`src/rtl/fetch_unit_pkg.sv`:
```
// Shared definitions for the fetch front end.
//   XLEN             : architectural word width
//   RESET_PC_DEFAULT : default PC loaded on reset
//   INSTR_NOP        : canonical NOP encoding (addi x0, x0, 0)
//   PC_INC           : per-instruction PC increment (4 bytes)
//   fq_entry_t       : one instruction-queue entry {instr, pc}
package fetch_unit_pkg;

  localparam int XLEN = 32;
  localparam logic [XLEN-1:0] RESET_PC_DEFAULT = 32'h0000_0000;
  localparam logic [XLEN-1:0] INSTR_NOP        = 32'h0000_0013;
  localparam int PC_INC_W = 3;
  localparam logic [PC_INC_W-1:0] PC_INC = 3'd4;

  typedef struct packed {
    logic [XLEN-1:0] instr;
    logic [XLEN-1:0] pc;
  } fq_entry_t;

  // Clear the byte-offset bits of a byte address.
  function automatic logic [XLEN-1:0] word_align(input logic [XLEN-1:0] addr);
    return {addr[XLEN-1:2], 2'b00};
  endfunction

endpackage

```
`src/rtl/fetch_queue.sv`:
```
// Instruction queue between the F and D stages.
// Synchronous FIFO of {instr, pc} entries, DEPTH deep (power of two).
// Ports:
//   clock      : core clock
//   reset      : asynchronous active-low reset (clears storage, pointers, count)
//   push       : write push_data at the tail
//   push_data  : entry to write
//   pop        : retire the head entry (caller guarantees count != 0)
//   flush      : discard all entries; overrides push and pop
//   head_data  : head entry, read straight from storage
//   count      : current occupancy, 0..DEPTH
module fetch_queue
  import fetch_unit_pkg::*;
#(
  parameter int DEPTH = 4
) (
  input  logic                       clock,
  input  logic                       reset,
  input  logic                       push,
  input  fq_entry_t                  push_data,
  input  logic                       pop,
  input  logic                       flush,
  output fq_entry_t                  head_data,
  output logic [$clog2(DEPTH):0]     count
);

  localparam int PTR_W = $clog2(DEPTH);
  localparam int CNT_W = PTR_W + 1;

  fq_entry_t        mem_q [DEPTH];
  logic [PTR_W-1:0] wr_ptr_q, wr_ptr_d;
  logic [PTR_W-1:0] rd_ptr_q, rd_ptr_d;
  logic [CNT_W-1:0] count_q, count_d;

  // Pointers wrap naturally because DEPTH is a power of two.
  always_comb begin
    wr_ptr_d = wr_ptr_q;
    rd_ptr_d = rd_ptr_q;
    count_d  = count_q;
    if (flush) begin
      wr_ptr_d = '0;
      rd_ptr_d = '0;
      count_d  = '0;
    end else begin
      if (push) wr_ptr_d = wr_ptr_q + 1'b1;
      if (pop)  rd_ptr_d = rd_ptr_q + 1'b1;
      count_d = count_q + CNT_W'(push) - CNT_W'(pop);
    end
  end

  always_ff @(posedge clock or negedge reset) begin
    if (!reset) begin
      wr_ptr_q <= '0;
      rd_ptr_q <= '0;
      count_q  <= '0;
    end else begin
      wr_ptr_q <= wr_ptr_d;
      rd_ptr_q <= rd_ptr_d;
      count_q  <= count_d;
    end
  end

  // Storage is cleared on reset so the head reads as zero before the first
  // fetch. When full, push and pop hit the same slot: the old head is
  // consumed at the same edge it is overwritten.
  always_ff @(posedge clock or negedge reset) begin
    if (!reset) begin
      for (int i = 0; i < DEPTH; i++) mem_q[i] <= '0;
    end else if (push && !flush) begin
      mem_q[wr_ptr_q] <= push_data;
    end
  end

  assign head_data = mem_q[rd_ptr_q];
  assign count     = count_q;

endmodule

```
`src/rtl/fetch_unit.sv`:
```
// F-stage front end: owns the PC, drives the icache word address, captures
// the combinational icache response into the instruction queue and presents
// the head entry to D over a valid/ready handshake. A redirect flushes the
// queue and restarts fetch at the target.
// Ports:
//   clock, reset        : core clock, asynchronous active-low reset
//   ic_addr / ic_instr  : icache word index out, same-cycle instruction in
//   redirect_valid/_pc  : redirect request and byte target from EX
//   dec_valid/_ready    : handshake with D
//   dec_instr / dec_pc  : head entry contents
//   fq_count            : queue occupancy
module fetch_unit
  import fetch_unit_pkg::*;
#(
  parameter int              DEPTH    = 4,
  parameter logic [XLEN-1:0] RESET_PC = RESET_PC_DEFAULT
) (
  input  logic                   clock,
  input  logic                   reset,
  output logic [XLEN-1:0]        ic_addr,
  input  logic [XLEN-1:0]        ic_instr,
  input  logic                   redirect_valid,
  input  logic [XLEN-1:0]        redirect_pc,
  output logic                   dec_valid,
  input  logic                   dec_ready,
  output logic [XLEN-1:0]        dec_instr,
  output logic [XLEN-1:0]        dec_pc,
  output logic [$clog2(DEPTH):0] fq_count
);

  localparam int CNT_W = $clog2(DEPTH) + 1;

  logic [XLEN-1:0] pc_q, pc_d;
  logic            deq;
  logic            fetch;
  logic            full;
  fq_entry_t       head;
  fq_entry_t       push_data;
  logic            unused_redirect_lsbs;

  // Target byte-offset bits are dropped by word_align.
  assign unused_redirect_lsbs = ^redirect_pc[1:0];

  // Validity comes from registered occupancy only, never from dec_ready.
  assign dec_valid = (fq_count != '0);
  assign deq       = dec_valid & dec_ready;
  assign full      = (fq_count == CNT_W'(DEPTH));
  // A full queue can still accept when the head leaves in the same cycle.
  assign fetch     = !redirect_valid & (!full | deq);

  assign push_data = '{instr: ic_instr, pc: pc_q};

  always_comb begin
    pc_d = pc_q;
    if (redirect_valid) begin
      pc_d = word_align(redirect_pc);
    end else if (fetch) begin
      pc_d = pc_q + XLEN'(PC_INC);
    end
  end

  always_ff @(posedge clock or negedge reset) begin
    if (!reset) pc_q <= RESET_PC;
    else        pc_q <= pc_d;
  end

  assign ic_addr = {2'b00, pc_q[XLEN-1:2]};

  fetch_queue #(
    .DEPTH (DEPTH)
  ) u_queue (
    .clock     (clock),
    .reset     (reset),
    .push      (fetch),
    .push_data (push_data),
    .pop       (deq),
    .flush     (redirect_valid),
    .head_data (head),
    .count     (fq_count)
  );

  assign dec_instr = head.instr;
  assign dec_pc    = head.pc;

endmodule
```
`config.mk`:
```
export PLATFORM = sky130hd
export DESIGN_NAME = fetch_unit
export DESIGN_NICKNAME = d
export VERILOG_FILES = /design/src/rtl/fetch_unit_pkg.sv /design/src/rtl/fetch_queue.sv /design/src/rtl/fetch_unit.sv
export SDC_FILE = /design/constraint.sdc
export NUM_CORES = 1
export LEC_CHECK = 0
export BUFFER_PORTS_ARGS = -buffer_cell sky130_fd_sc_hd__buf_2
export CAP_MARGIN = 20
export CORE_UTILIZATION = 60
export CTS_BUF_LIST = sky130_fd_sc_hd__clkbuf_8
export DETAILED_ROUTE_END_ITERATION = 8
export PLACE_DENSITY_LB_ADDON = 0.3
export SLEW_MARGIN = 20
export SYNTH_ARGS = -nofsm -noshare
export SYNTH_HDL_FRONTEND = slang
export SYNTH_SLANG_ARGS = --single-unit
```
`constraint.sdc`:
```
create_clock -name clock -period 2.26 [get_ports clock]
set_input_delay 0.452 -clock clock [delete_from_list [all_inputs] [get_ports clock]]
set_output_delay 0.452 -clock clock [all_outputs]
set_load 0.02 [all_outputs]
```
**After elaboration in Yosys (flattened, before gate mapping)**

Index checks and enable logic that the tools add are counted.

- $add $sub $neg: 5
- Reductions and logical operators: 7
- Equality and inequality tests: 1
- Mux-type cells: 13
- Order comparisons: 3
- Bitwise logic cells: 5

Operators with widths:

| kind | number |
|---|---|
| $bwmux W256 | 1 |
| $mux W64 | 3 |
| $bmux W64 S2 | 1 |
| $demux W64 S2 | 1 |
| $mux W32 | 2 |
| $add A32 B3 Y32 const B | 1 |
| $mux W2 | 4 |
| $ge A3 B3 Y1 const B | 2 |
| $not A2 Y3 | 2 |
| $add A2 B1 Y2 const B | 2 |
| $reduce_bool A2 Y1 | 2 |
| $add A3 B1 Y3 | 1 |
| $eq A3 B3 Y1 const B | 1 |
| $lt A3 B1 Y1 const B | 1 |
| $mux W3 | 1 |
| $reduce_bool A3 Y1 | 1 |
| $sub A3 B1 Y3 | 1 |
| $and A1 B1 Y1 | 2 |
| $logic_and A1 B1 Y1 | 2 |
| $logic_not A1 Y1 | 2 |
| $or A1 B1 Y1 | 1 |

- Output and inout port bits: 100
- Bits of input ports: 68
- Word-level logic and storage cells: 46
- Bits in registers: 295

**Depth between registers and ports, before layout**

- Depth in word-level cells: 7
- Depth in mapped cells: 8
- Mapped depth without buffers: 8

**Modules after synthesis**

A second synthesis with hierarchy kept.

- Cells, all modules: 873
- Area total of the unflattened synthesis: 14269.9 µm²

Modules (own cells, without submodules):

| module | area an instance (µm²) | seq. area each (µm²) | times used | cells each |
|---|---|---|---|---|
| fetch_queue | 12376.9 | 6581.3 | 1 | 657 |
| fetch_unit | 1893.1 | 750.7 | 1 | 216 |

**Least setup slack after synthesis**

Ideal clock, no wire load.

- Path type: reg2reg
- Start point: reg u_queue.count_q[1], in the netlist u_queue.count[1]
- End point: reg u_queue.mem_q[72] in the netlist's numbering
- Arrival: 1.973 ns
- Library setup time: 0.128 ns
- Cell stages (with the launch flop): 7
- Data required time: 2.132 ns
- Clock period less this slack: 2.100 ns
- Path slack: 0.160 ns
- Path buffers: 3
- Cells stage by stage: dfrtp_1 > or4b_4 > buf_6 > and3_1 > buf_6 > buf_6 > mux2_1

- Word-level cells in the longest chain between the ends: 5
- Elaborated cells on any way between the ends: 7
- Those cells by class: eq/ne (1); bitwise (3); reduce/logical (3)

Ends and longest elaborated chain:

| what | line | RTL |
|---|---|---|
| start: declaration | fetch_queue.sv:33 | `logic [CNT_W-1:0] count_q, count_d;` |
| start signal: assignment | fetch_queue.sv:59 | `count_q <= count_d;` |
| $eq A3 B3 Y1 / $reduce_bool A3 Y1 (equally long branches) | fetch_unit.sv:47, fetch_unit.sv:45 |  |
| $logic_not A1 Y1 / $and A1 B1 Y1 (equally long branches) | fetch_unit.sv:49, fetch_unit.sv:46 |  |
| $or A1 B1 Y1 (*) | fetch_unit.sv:49 | `assign fetch = !redirect_valid & (!full \| deq);` |
| $and A1 B1 Y1 (*) | fetch_unit.sv:49 |  |
| $logic_and A1 B1 Y1 (*) | fetch_queue.sv:69 | `end else if (push && !flush) begin` |
| end signal: indexed assignment | fetch_queue.sv:70 | `mem_q[wr_ptr_q] <= push_data;` |
| end: declaration | fetch_queue.sv:30 | `fq_entry_t mem_q [DEPTH];` |

Mark *: on every way between the ends. The rest lies on a longest branch, timed or not.
A chain may end at the register's enable or synchronous reset.

**Final worst setup path**

- Start point: reg u_queue.rd_ptr_q[0]
- End point: out dec_pc[13]

- Word-level cells in the longest chain between the ends: 4

Ends and longest elaborated chain:

| what | line | RTL |
|---|---|---|
| start: declaration | fetch_queue.sv:32 | `logic [PTR_W-1:0] rd_ptr_q, rd_ptr_d;` |
| start signal: assignment | fetch_queue.sv:58 | `rd_ptr_q <= rd_ptr_d;` |
| $not A2 Y3 (implied by the code) | fetch_queue.sv:74 | `assign head_data = mem_q[rd_ptr_q];` |
| $bmux W64 S2 | fetch_queue.sv:74 |  |
| $mux W64 (implied by the code) (2 in series) | fetch_queue.sv:74 |  |
| end: declaration | fetch_unit.sv:27 | `output logic [XLEN-1:0] dec_pc,` |

Every way passes these cells. The select of a mux whose other input is x is not followed.

==> metrics.csv <==
stage,metric,value,unit
timing,Final setup violation count,62,
route,DRT iter0 DRCs,384,
floorplan,initial core utilization,61.60,%
clocking,clock sink total,285,
final_layout,Post-layout nets,1149,
placement,HPWL Detailed,18110,um
floorplan,die height,149.6,um
placement,number of port buffers,161,
power_and_ir_drop,pwr/cell area,1411,mW/mm^2
route,total wire length,29370,um
worst_hold_path,Hold WC Path Type,primary input to flop,
logic_synthesis,Synth area leaders,"dfrtp_1 55%, mux2_2 20%, mux4_2 11%",
timing,worst-margin pin slew,539.3,ps
timing,fin crit share,108.9,%
global_route,initial antenna violation count,3,
clocking,CTS root buffer,clkbuf_8,
logic_synthesis,post-synthesis instance area,0.01307,mm^2
power_and_ir_drop,Max IR drop VDD,0.9056,mV
logic_synthesis,Post-synth EDFFs,0,
logic_synthesis,Post-Syn Instances,871,
outcome,failing checks,setup timing,
clocking,CTS H-Tree Depth,2,
logic_synthesis,prevailing post-synth register cell,dfrtp_1,
critical_path,crit-path max FO,5,
timing,Max Slew Vio Count,0,
logic_synthesis,count of cell types in the netlist,48,
global_route,first-pass GRT wire length,45540,um
job,Max-cap violations,0,
final_layout,area grow syn2layout,21.32,%
placement,dpl ws,165.4,ps
critical_path,"Req. time, crit path",1810,ps
power_and_ir_drop,Leak,6.764,nW
clocking,Worst-path clk slew,60,ps
route,DRC Markers,0,
logic_synthesis,syn avg cell area,15.01,um^2
logic_synthesis,"Seq/Total Area, Yosys",54.56,%
floorplan,DIE AREA,0.02238,mm^2
logic_synthesis,share of the synthesized area in the top cell type,54.56,%
floorplan,die width,149.6,um
global_route,Tot GR Track Use,26.41,%
outcome,status,"complete, but fails checks",
critical_path,Critical Path Start Type,flop,
power_and_ir_drop,Pwr Total,22.38,mW
placement,post-place instance area,0.01437,mm^2
route,Wirelength per Cell,21.22,um
route,Via-to-Cell Ratio,5.941,
critical_path,worst path arrival time,2010,ps
clocking,Worst-Skew Late Latency,560,ps
global_route,grt total ovfl,0,
logic_synthesis,Seq cells post-synth,285,
logic_synthesis,"area leader, netlist",dfrtp_1,
critical_path,Setup CP Type,flop to output pin,
timing,Final Hold Fails,0,
route,DR pass1 iterations,4,
timing,Setup Skew,18.07,ps
timing,Fin Setup TNS,-10070,ps
critical_path,CP endpoint kind,output pin,
floorplan,Ports,168,
floorplan,row count,53,
final_layout,Final Util,74.73,%
final_layout,"Design Area, Final",0.01586,mm^2
timing,min cycle time layout,2462,ps
global_route,vias in the first global route,8578,
clocking,CTS Buffer Depth,3,
timing,final worst setup slack,-202.3,ps
timing,RSZ-0062 raised after global routing,true,
route,vias,8223,
logic_synthesis,Ys Warns,0,
route,antenna-violating nets left,0,
timing,max frequency,406.1,MHz
final_layout,layout cell share with drive strength beyond 1,54.02,%
logic_synthesis,Post-synth ARST share,100.0,%
clocking,number of buffers created by CTS,46,
timing,Slew HR,63.71,%
clocking,CTS tree,done,
placement,GP Congestion,0.7951,
global_route,pin count of the biggest net entering global routing,65,
floorplan,Core Box Area,0.02122,mm^2
final cells by class:
type                            count  area (um^2)
Sequential cell                   285         7137
Multi-Input combinational cell    509         5518
Fill cell                        1372         5361
Timing Repair Buffer              223         1866
Clock buffer                       62        853.3
Tap cell                          275        344.1
Clock inverter                     20        106.4
Inverter                            8        30.03
Antenna cell                        2        5.005
final timing paths:
check / start / endpoint / slack, ps / cells after the start
min: redirect_pc[11] / pc_q[11]$_DFFE_PN0N_ / 100 / 3
min reg2reg: u_queue.mem_q[110]$_DFFE_PN0P_ / u_queue.mem_q[110]$_DFFE_PN0P_ / 480 / 1
max reg2reg: pc_q[3]$_DFFE_PN0N_ / pc_q[28]$_DFFE_PN0N_ / 190 / 6
max: u_queue.rd_ptr_q[0]$_DFFE_PN0P_ / dec_pc[13] / -200 / 4
min in group asynchronous: reset / u_queue.mem_q[73]$_DFFE_PN0P_ / 370 / 2
max in group asynchronous: reset / u_queue.mem_q[120]$_DFFE_PN0P_ / 1100 / 3
layout by cell type (no fill, tap or decap), types with 2 or more instances in the layout:
master,instances
dfrtp_1,283
mux2_2,228
buf_2,124
mux4_2,62
clkbuf_8,62
buf_6,37
buf_4,35
nand2_1,27
nor2_1,24
inv_1,24
o21ai_0,16
buf_12,16
a31oi_1,15
o31ai_1,13
mux2_1,12
or4_1,12
nand3_1,10
xnor2_1,9
nand4_1,9
mux2_4,8
ha_1,7
xor2_1,6
clkbuf_16,6
or3_1,4
and3_4,4
and4_1,4
nor4_1,4
conb_1,4
o31a_1,3
and3_1,3
diode_2,2
nor2b_1,2
nor3_1,2
nand2b_1,2
and2_1,2
or4_2,2
nor4b_1,2
buf_16,2
buf_8,2
sequential cells by signal (all words and copies together), names as in the netlist:
name / flops
u_queue.rd_ptr_q: 2
pc_q: 30
u_queue.wr_ptr_q: 2
u_queue.count: 3
u_queue.mem_q: 248
per-stage QoR:
stage	hold slack, ps	instances
finish	99.23	1384
global route	104.1	1383
CTS	82.25	1368
detailed placement	359.0	1284
global placement	359.8	1284
floorplan	156.4	874
cell usage after synthesis, drive strengths merged (2+ instances only):
library cell  count
inv               7
and4              5
o31ai            13
and2              2
o21ai            16
nand2b            2
clkbuf           24
nand3            10
a31oi            15
mux4             62
nor4              4
mux2            248
nand2            27
and3              7
nor4b             3
dfrtp           285
or4              15
nor2             24
nand4            10
or4b              2
xnor2             9
o31a              3
nor3              2
buf              48
ha                7
nor2b             2
or3               4
xor2              6
logic make-up (layout without fill, tap and decap cells):
| kind of cell | after synthesis | count (layout) | synth area share (%) |
|---|---|---|---|
| buffers and inverters | 80 | 313 | 3.522 |
| AND/OR/NAND/NOR | 121 | 121 | 5.274 |
| adder cells (fa/ha/maj) | 8 | 8 | 0.8231 |
| XOR/XNOR | 15 | 15 | 1.005 |
| flip-flops | 285 | 285 | 54.56 |
| other | 1 | 6 | 0.02869 |
| AO/OA/AOI/OAI | 50 | 50 | 2.441 |
| multiplexers | 311 | 311 | 32.35 |
worst max-delay path: stages (launching register included):
cell     delay (ps)
dfrtp_4         510
buf_4           170
buf_12          140
mux4_2          480
buf_6           160
layer usage:
layer	global-route usage (%)	vias to the layer above	share of wire, %
met3	5.854	52	5.4
met1	35.89	4308	42
met5	0	-	0.027
met2	43.03	212	50
met4	7.296	2	2.2
li1	-	3649	-
timing repair:
action | CTS | global route
setup endpoints to repair | 62 | 62
setup buffers | 0 | 5
gates resized for setup | 16 | 67
endpoints found under the hold margin | 35 | 0
gates cloned | 1 | 9
hold buffers | 1 | 0
where the power goes:
| part | internal (mW) | total [mW] | leakage (nW) | switching, mW |
|---|---|---|---|---|
| Sequential | 7.43 | 8.71 | 3.38 | 1.28 |
| Clock | 2.54 | 4.52 | 0.555 | 1.97 |
| Combinational | 5.21 | 9.15 | 2.83 | 3.94 |
Note: power is estimated with default switching activity, not from simulation.
